<file path="config.mk">
export PLATFORM = sky130hd
export DESIGN_NAME = eth_phy_10g_rx_ber_monitor
export DESIGN_NICKNAME = d
export VERILOG_FILES = /design/src/rtl/eth_phy_10g_rx_ber_monitor_pkg.sv /design/src/rtl/eth_phy_10g_window_timer.sv /design/src/rtl/eth_phy_10g_rx_ber_monitor.sv
export SDC_FILE = /design/constraint.sdc
export NUM_CORES = 1
export LEC_CHECK = 0
export BUFFER_PORTS_ARGS = -buffer_cell sky130_fd_sc_hd__buf_2
export CORE_MARGIN = 2
export CORE_UTILIZATION = 62
export DETAILED_ROUTE_END_ITERATION = 8
export GPL_TIMING_DRIVEN = 1
export PLACE_DENSITY = 0.95
export SETUP_SLACK_MARGIN = 0.4
export SLEW_MARGIN = 20
export SYNTH_ARGS = -nofsm -noshare
export SYNTH_HDL_FRONTEND = slang
export SYNTH_SLANG_ARGS = --single-unit
</file>
<file path="constraint.sdc">
create_clock -name clk -period 3.2 [get_ports clk]
set_input_delay 0.48 -clock clk [delete_from_list [all_inputs] [get_ports clk]]
set_output_delay 0.48 -clock clk [all_outputs]
set_load 0.01 [all_outputs]
</file>
<file path="src/rtl/eth_phy_10g_rx_ber_monitor_pkg.sv">
// ---------------------------------------------------------------------------
// eth_phy_10g_rx_ber_monitor_pkg
// Shared definitions for the 10GBASE-R RX BER monitor:
//   - sync header width and the two valid sync header codes
//   - default window length / threshold / error counter width
//   - hi_ber FSM state encoding
//   - hdr_invalid(): classifies a sync header as invalid (2'b00 / 2'b11)
// ---------------------------------------------------------------------------
package eth_phy_10g_rx_ber_monitor_pkg;

  localparam int SYNC_HDR_WIDTH = 2;

  localparam logic [SYNC_HDR_WIDTH-1:0] SYNC_DATA = 2'b01;
  localparam logic [SYNC_HDR_WIDTH-1:0] SYNC_CTRL = 2'b10;

  // 125 us at 156.25 MHz
  localparam int DEF_TIMER_CYCLES  = 19531;
  localparam int DEF_BER_THRESH    = 16;
  localparam int DEF_ERR_CNT_WIDTH = 16;

  // Window counter width; wide enough for thresholds up to 63.
  localparam int BER_CNT_WIDTH = 6;

  typedef enum logic [1:0] {
    ST_INIT   = 2'd0,
    ST_TEST   = 2'd1,
    ST_HI_BER = 2'd2
  } ber_state_e;

  function automatic logic hdr_invalid(input logic [SYNC_HDR_WIDTH-1:0] hdr);
    return !((hdr == SYNC_DATA) || (hdr == SYNC_CTRL));
  endfunction

endpackage

</file>
<file path="src/rtl/eth_phy_10g_window_timer.sv">
// ---------------------------------------------------------------------------
// eth_phy_10g_window_timer
// Free-running window counter for the BER monitor. Counts 0..TIMER_CYCLES-1
// and restarts at 0; never relies on natural overflow.
//
// Ports:
//   clk       in  RX clock
//   rst       in  synchronous reset, active-low (count -> 0)
//   i_clr     in  synchronous clear; holds the count at 0 while asserted
//   o_expire  out 1 on the last cycle of a window (count == TIMER_CYCLES-1)
// ---------------------------------------------------------------------------
module eth_phy_10g_window_timer #(
  parameter int TIMER_CYCLES = 19531
) (
  input  logic clk,
  input  logic rst,
  input  logic i_clr,
  output logic o_expire
);

  localparam int            TW   = (TIMER_CYCLES > 1) ? $clog2(TIMER_CYCLES) : 1;
  localparam logic [TW-1:0] LAST = TW'(TIMER_CYCLES - 1);

  logic [TW-1:0] count_q;
  logic [TW-1:0] count_d;
  logic          at_last;

  assign at_last  = (count_q == LAST);
  assign o_expire = at_last && !i_clr;

  always_comb begin
    count_d = count_q + TW'(1);
    if (i_clr || at_last) begin
      count_d = '0;
    end
  end

  always_ff @(posedge clk) begin
    if (!rst) begin
      count_q <= '0;
    end else begin
      count_q <= count_d;
    end
  end

endmodule

</file>
<file path="src/rtl/eth_phy_10g_rx_ber_monitor.sv">
// ---------------------------------------------------------------------------
// eth_phy_10g_rx_ber_monitor
// 10GBASE-R RX hi_ber monitor. Counts invalid sync headers (2'b00 / 2'b11)
// inside fixed windows of TIMER_CYCLES clocks and raises o_rx_high_ber as
// soon as BER_THRESH of them are seen within one window. The flag is only
// dropped at the end of a window that stayed below the threshold.
//
// Optional feature macro: BER_ERR_CNT_EN
//   defined   -> i_err_cnt_clr / o_ber_err_cnt and a saturating cumulative
//                invalid-header counter (parameter ERR_CNT_WIDTH)
//   undefined -> those ports and the counter are absent
//
// Ports:
//   clk              in   RX clock
//   rst              in   synchronous reset, active-low
//   i_serdes_rx_hdr  in   sync header from the frame aligner, every cycle
//   i_rx_block_lock  in   block lock from the frame aligner
//   i_err_cnt_clr    in   clear cumulative counter (BER_ERR_CNT_EN)
//   o_ber_err_cnt    out  cumulative invalid headers (BER_ERR_CNT_EN)
//   o_rx_high_ber    out  high BER flag, registered
//   o_ber_cnt        out  invalid headers in current window, saturates at
//                         BER_THRESH, registered
//
// FSM states:
//   state     | meaning
//   ----------+-----------------------------------------------------------
//   ST_INIT   | no block lock (or just reset); timer and count held at 0
//   ST_TEST   | window running, count below threshold
//   ST_HI_BER | threshold reached in the current window; flag held at 1
// ---------------------------------------------------------------------------
module eth_phy_10g_rx_ber_monitor
  import eth_phy_10g_rx_ber_monitor_pkg::*;
#(
  parameter int HDR_WIDTH     = SYNC_HDR_WIDTH,
  parameter int TIMER_CYCLES  = DEF_TIMER_CYCLES,
  parameter int BER_THRESH    = DEF_BER_THRESH
`ifdef BER_ERR_CNT_EN
  ,
  parameter int ERR_CNT_WIDTH = DEF_ERR_CNT_WIDTH
`endif
) (
  input  logic                     clk,
  input  logic                     rst,
  input  logic [HDR_WIDTH-1:0]     i_serdes_rx_hdr,
  input  logic                     i_rx_block_lock,
`ifdef BER_ERR_CNT_EN
  input  logic                     i_err_cnt_clr,
  output logic [ERR_CNT_WIDTH-1:0] o_ber_err_cnt,
`endif
  output logic                     o_rx_high_ber,
  output logic [BER_CNT_WIDTH-1:0] o_ber_cnt
);

  localparam logic [BER_CNT_WIDTH-1:0] THRESH = BER_CNT_WIDTH'(BER_THRESH);

  ber_state_e               state_q, state_d;
  logic [BER_CNT_WIDTH-1:0] cnt_q, cnt_d;
  logic                     hi_ber_q, hi_ber_d;

  logic                     hdr_bad;
  logic                     win_end;
  logic                     tmr_clr;
  logic [BER_CNT_WIDTH-1:0] cnt_inc;

  assign hdr_bad = hdr_invalid(i_serdes_rx_hdr);

  // The window only runs while locked and out of INIT, so the first TEST
  // cycle after (re)lock always sees timer position 0.
  assign tmr_clr = !i_rx_block_lock || (state_q == ST_INIT);

  eth_phy_10g_window_timer #(
    .TIMER_CYCLES (TIMER_CYCLES)
  ) u_window_timer (
    .clk      (clk),
    .rst      (rst),
    .i_clr    (tmr_clr),
    .o_expire (win_end)
  );

  // Count this cycle's header, saturating at the threshold.
  assign cnt_inc = (hdr_bad && (cnt_q != THRESH)) ? (cnt_q + BER_CNT_WIDTH'(1)) : cnt_q;

  always_comb begin
    state_d  = state_q;
    cnt_d    = cnt_q;
    hi_ber_d = hi_ber_q;

    if (!i_rx_block_lock) begin
      state_d  = ST_INIT;
      cnt_d    = '0;
      hi_ber_d = 1'b0;
    end else begin
      case (state_q)
        ST_INIT: begin
          state_d  = ST_TEST;
          cnt_d    = '0;
          hi_ber_d = 1'b0;
        end

        ST_TEST: begin
          if (win_end) begin
            // A bad header on the last cycle still belongs to this window.
            state_d  = ST_TEST;
            cnt_d    = '0;
            hi_ber_d = (cnt_inc == THRESH);
          end else if (cnt_inc == THRESH) begin
            state_d  = ST_HI_BER;
            cnt_d    = cnt_inc;
            hi_ber_d = 1'b1;
          end else begin
            cnt_d    = cnt_inc;
          end
        end

        ST_HI_BER: begin
          hi_ber_d = 1'b1;
          if (win_end) begin
            // Flag stays up; the following window decides whether it clears.
            state_d = ST_TEST;
            cnt_d   = '0;
          end else begin
            cnt_d   = cnt_inc;
          end
        end

        default: begin
          state_d  = ST_INIT;
          cnt_d    = '0;
          hi_ber_d = 1'b0;
        end
      endcase
    end
  end

  always_ff @(posedge clk) begin
    if (!rst) begin
      state_q  <= ST_INIT;
      cnt_q    <= '0;
      hi_ber_q <= 1'b0;
    end else begin
      state_q  <= state_d;
      cnt_q    <= cnt_d;
      hi_ber_q <= hi_ber_d;
    end
  end

  assign o_rx_high_ber = hi_ber_q;
  assign o_ber_cnt     = cnt_q;

`ifdef BER_ERR_CNT_EN
  // Cumulative count runs independently of the window FSM; clear has
  // priority over a same-cycle increment.
  logic [ERR_CNT_WIDTH-1:0] err_cnt_q, err_cnt_d;

  always_comb begin
    err_cnt_d = err_cnt_q;
    if (i_err_cnt_clr) begin
      err_cnt_d = '0;
    end else if (i_rx_block_lock && hdr_bad && !(&err_cnt_q)) begin
      err_cnt_d = err_cnt_q + ERR_CNT_WIDTH'(1);
    end
  end

  always_ff @(posedge clk) begin
    if (!rst) begin
      err_cnt_q <= '0;
    end else begin
      err_cnt_q <= err_cnt_d;
    end
  end

  assign o_ber_err_cnt = err_cnt_q;
`endif

endmodule
</file>
Yosys cells after proc, flatten, opt, wreduce, memory -nomap -nowiden:

Index checks and enable logic that the tools add are counted.

* add/subtract/negate cells: 2
* multiply operators: 0
* divide/modulo/power cells: 0
* $lt $le $gt $ge: 0
* equality and inequality tests: 9
* shift operators: 0
* multiplexer cells: 8
* bitwise logic cells: 3
* reductions and logical operators: 14

Operators with widths (number)
* $add 15x1->15 const B: 1
* $eq 15x15->1 const B: 1
* $add 6x1->6 const B: 1
* $eq 6x5->1 const B: 1
* $mux 2: 3
* $mux 6: 1
* $ne 6x5->1 const B: 1
* $pmux 2 s3: 1
* $eq 2x1->1 const B: 2
* $eq 2x2->1 const B: 2
* $reduce_and 2->1: 2
* $reduce_or 2->1: 2
* $reduce_or 4->1: 1
* $logic_not 1->1: 3
* $logic_or 1x1->1: 3
* $ne 3x2->1 const B: 1
* $not 1->1: 3
* $logic_and 1x1->1: 2
* $logic_not 2->1: 1
* $mux 1: 2
* $ne 2x1->1 const B: 1
* $pmux 1 s2: 1

* register bits after elaboration: 24
* latch bits: 0
* bits in writable memories: 0
* ROM bits: 0
* input port bits: 5
* output and inout bits: 7
* logic and storage cells: 40
* memories kept: 0

Logic depth before layout (Yosys ltp):

* depth after elaboration: 9
* gate-level depth with buffers: 8
* mapped depth without buffers: 7

Modules after synthesis:

Synthesis repeated with hierarchy kept, for this count alone.

* cell total of the unflattened synthesis: 164
* area total of the unflattened synthesis: 1451.4 um2

By module, submodules not included
* eth_phy_10g_rx_ber_monitor: instances 1, cells each 88, area each 764.5 um2
* eth_phy_10g_window_timer: instances 1, cells each 76, area each 686.9 um2

Worst setup path before layout:

Ideal clock, no wire load.

* kind: reg2reg
* start: reg cnt_q[0] (netlist: o_ber_cnt[0])
* end: reg state_q[0]
* setup time: 125 ps
* data arrival time: 2008 ps
* path slack: 1067 ps
* stages on the path, launching flop included: 8
* clock period less this slack: 2133 ps
* cell sequence: dfxtp_1 inv_1 ha_1 or3b_1 a31o_2 a222oi_1 o221a_2 nor4_1

* cells in the longest elaborated chain, start to end: 6
* elaborated cells on any way between the ends: 7

RTL lines
* from (decl): line eth_phy_10g_rx_ber_monitor.sv:57 `logic [BER_CNT_WIDTH-1:0] cnt_q, cnt_d;`
* from (signal assigned): line eth_phy_10g_rx_ber_monitor.sv:142 `cnt_q <= cnt_d;`
* parallel branches: the longest is 2 deep, another holds $add 6x1->6
* $mux 6 (*): line eth_phy_10g_rx_ber_monitor.sv:81 `assign cnt_inc = (hdr_bad && (cnt_q != THRESH)) ? (cnt_q + BER_CNT_WIDTH'(1)) : cnt_q;`
* $eq 6x5->1 (*): line eth_phy_10g_rx_ber_monitor.sv:106 `end else if (cnt_inc == THRESH) begin`
* $ne 3x2->1 (no source line) (*)
* $reduce_and 2->1 (no source line) (*)
* to (signal assigned): line eth_phy_10g_rx_ber_monitor.sv:141 `state_q <= state_d;`
* to (decl): line eth_phy_10g_rx_ber_monitor.sv:56 `ber_state_e state_q, state_d;`

Mark *: on every way between the ends.
A chain may end at the register's enable or synchronous reset.

Final worst setup path:

Ends and elaborated chain as after synthesis.

==> summary.txt <==
Yosys
  – Yosys cell types: 41
  – Syn Std Cell Area: 1338 sq um
  – Main synth FF type: dfxtp_1
  – EDFF count, synth: 0
  – Register area share after synthesis: 35.92%
  – Area leader, netlist: dfxtp_1
  – Net count after synthesis: 167
  – Synthesized netlist cell count: 154
  – FFs w/ async S/R, synth: 0%
  – Ys Warns: 0
  – Synth top area share: 35.92%
  – Synth top area cells: dfxtp_1, xor2_1, ha_1, nor2_1, xnor2_1
  – Yosys reg bits: 24
  – Avg Inst Size Synth: 8.685 sq um

Critical path
  – Crit end category: flop
  – Family with the most delay on the worst path: compound AO/OA/AOI/OAI gates
  – Critical path buffer and inverter count: 1
  – Arrival time worst endpoint: 2.57 ns
  – Crit path kind: reg -> reg
  – Slowest stage cell, crit path: a222oi_1
  – Worst path max stage delay: 0.62 ns
  – Crit path max fanout: 8
  – Startpoint Class: flop
  – Crit path cell chain: inv_1 -> ha_1 -> or3b_1 -> o32a_1 -> a222oi_1 -> o221a_2 -> nor4_1
  – WP data required: 3.41 ns

Placement
  – Final HPWL DP: 2.086 mm
  – I/O Buffers: 11
  – Cell total after placement: 189
  – Setup WS pre-CTS: 0.8533 ns
  – GP Congestion: 0.9693

STA
  – Hold slack: 0.4540 ns
  – Worst setup margin: 0.8374 ns
  – Max Clock Freq: 423.3 MHz
  – Max_slew headroom: 57.76%
  – Worst Clk Skew: 0.002682 ns
  – Post-layout min period: 2.363 ns
  – Sum Neg Setup Slack: 0 ns
  – Final Cycle Share: 73.83%
  – RSZ-0062 raised after global routing: false
  – Worst slew pin tran: 0.6335 ns
  – Slew Limit Fails: 0
  – Final number of hold-violating endpoints: 0
  – Setup violators final: 0

CTS
  – Worst skew pair latency: 0.31 ns
  – Gates resized, CTS repair: 0
  – Clock sinks: 24
  – H-tree levels: 1
  – Hold_buf cts: 0
  – Post-CTS Setup Inserts: 0
  – TritonCTS clock tree: done
  – CTS max path bufs: 2
  – Clk root buf: clkbuf_4
  – Clock transition at the registers of the reported paths: 0.12 ns
  – CTS Buf Count: 3

Detailed routing
  – Initial DRC count: 31
  – Met2 Routed Length: 1.439 mm
  – Via/cell ratio: 5.974
  – Metal1 wirelength: 1.096 mm
  – Routed wire length: 2.742 mm
  – Vias after detailed routing: 1153
  – DRT Pass-1 Iters: 6
  – Routed WL per cell: 14.21 microns
  – DRC: 0
  – Metal3 WL: 137 microns
  – Post-detailed-route count of antenna-violating nets: 0
  – Highest Signal Layer: met4

Power and ir drop
  – PD cells: 368.9 nW/um^2
  – Lkg Pwr: 0.0005419 uW
  – VDD IR max: 0.3615 mV

Global route
  – Pin count of the biggest net entering global routing: 16
  – GRT Util Overall: 23.77%
  – Initial antenna violation count: 0
  – Vias in the first global route: 1154
  – Total grt overflow: 0
  – First-pass GRT wire length: 4.629 mm

Die
  – Die ar.: 2545 sq um
  – Top-Level Pins: 12
  – # rows: 16
  – Core Area: 2002 sq um
  – Die Y: 50.45 microns
  – Die width: 50.45 microns
  – Initial core utilization: 66.81%

Run
  – Max-cap violations: 0

Cells and area
  – N_diodes: 0
  – Fin nets: 180
  – Share of cells above drive strength 1: 12.05%
  – Multi-input logic area: 799.5 sq um
  – FF/Latch Area: 480.5 sq um
  – Final Non-Filler Cells: 193
  – FILL cells: 159
  – P&R area growth vs syn: 9.074%

Worst hold path
  – Worst Hold Class: in -> reg

Outcome
  – Status: complete, no violations
## where the power goes
group | total [uW] | switching, uW | internal, uW
clock network | 214 | 87.0 | 127
registers | 301 | 1.21 | 299
logic | 23.8 | 14.2 | 9.62
## synth_stat cells, types with 2 or more instances
library cell and count:
ha_1 8, nand2_1 8, nand3_1 7, nor2_1 26, a21oi_1 4, or4b_1 3, dfxtp_1 24, xnor2_1 9
inv_1 10, nor3_1 3, xor2_1 12, o21ai_0 2, and3_1 5, nand4_1 6
## cells by family after synthesis
family,after synthesis,share of synthesized area (%)
compound gates,15,8.233
xor+xnor,21,13.75
fa+ha+maj,8,7.484
buf+inv,13,4.303
flops,24,35.92
mux,1,0.7484
simple gates,72,29.56
## cells in the final DEF, fill, tap and decap left out, types with 2 or more instances in the layout
| cell type | instances |
|---|---|
| ha_1 | 8 |
| dfxtp_1 | 24 |
| nand3_1 | 7 |
| a21oi_1 | 4 |
| nor3_1 | 3 |
| xor2_1 | 12 |
| nand2_1 | 8 |
| o21ai_0 | 2 |
| and3_1 | 5 |
| xnor2_1 | 9 |
| nor2_1 | 26 |
| buf_2 | 11 |
| inv_1 | 10 |
| or4b_1 | 3 |
| nand4_1 | 6 |
| clkbuf_4 | 3 |
## metal layers
layer,vias to the layer above,GRT usage (%)
met3,11,3.869
met4,0,10.36
met5,-,0
li1,563,-
met2,45,43.86
met1,534,26.60
## worst reg2reg max path, delay by kind of cell (launching register included)
family,cells,cell delay (ns)
adder cells (fa/ha/maj),1,0.14
buffers and inverters,1,0.09
AND/OR/NAND/NOR,2,0.47
AO/OA/AOI/OAI,3,1.15
flip-flops,1,0.42
## final timing paths
check / endpoint / slack (ns) / from / depth (start not counted)
min: state_q[1]$_SDFFE_PN0P_ / 0.45 / rst / 3
max: state_q[0]$_SDFFE_PN0P_ / 0.84 / o_ber_cnt[0]$_SDFF_PP0_ / 7
min reg2reg: u_window_timer.count_q[0]$_SDFF_PP0_ / 0.50 / u_window_timer.count_q[0]$_SDFF_PP0_ / 1
max reg2reg: state_q[0]$_SDFFE_PN0P_ / 0.84 / o_ber_cnt[0]$_SDFF_PP0_ / 7
## flip-flops by register name (all words and copies together) (netlist names)
name,flops
o_ber_cnt,6
o_rx_high_ber,1
state_q,2
u_window_timer.count_q,15
## through the flow
stage	utilization, %	total power (uW)	cell area (sq um)
finish	72.88	538.1	1459
global route	72.88	557.9	1459
CTS	72.88	542.6	1459
detailed placement	70.25	330.4	1406
global placement	70.25	328.6	1406
floorplan	-	322.1	1338
## cell type report
class,count,area share [%]
Clock buffer,3,1.544
Clock inverter,1,2.058
Inverter,10,2.573
Timing Repair Buffer,11,3.774
Tap cell,27,2.316
Sequential cell,24,32.93
Multi-Input combinational cell,117,54.80
No activity file was read; power rests on OpenSTA's default activity.
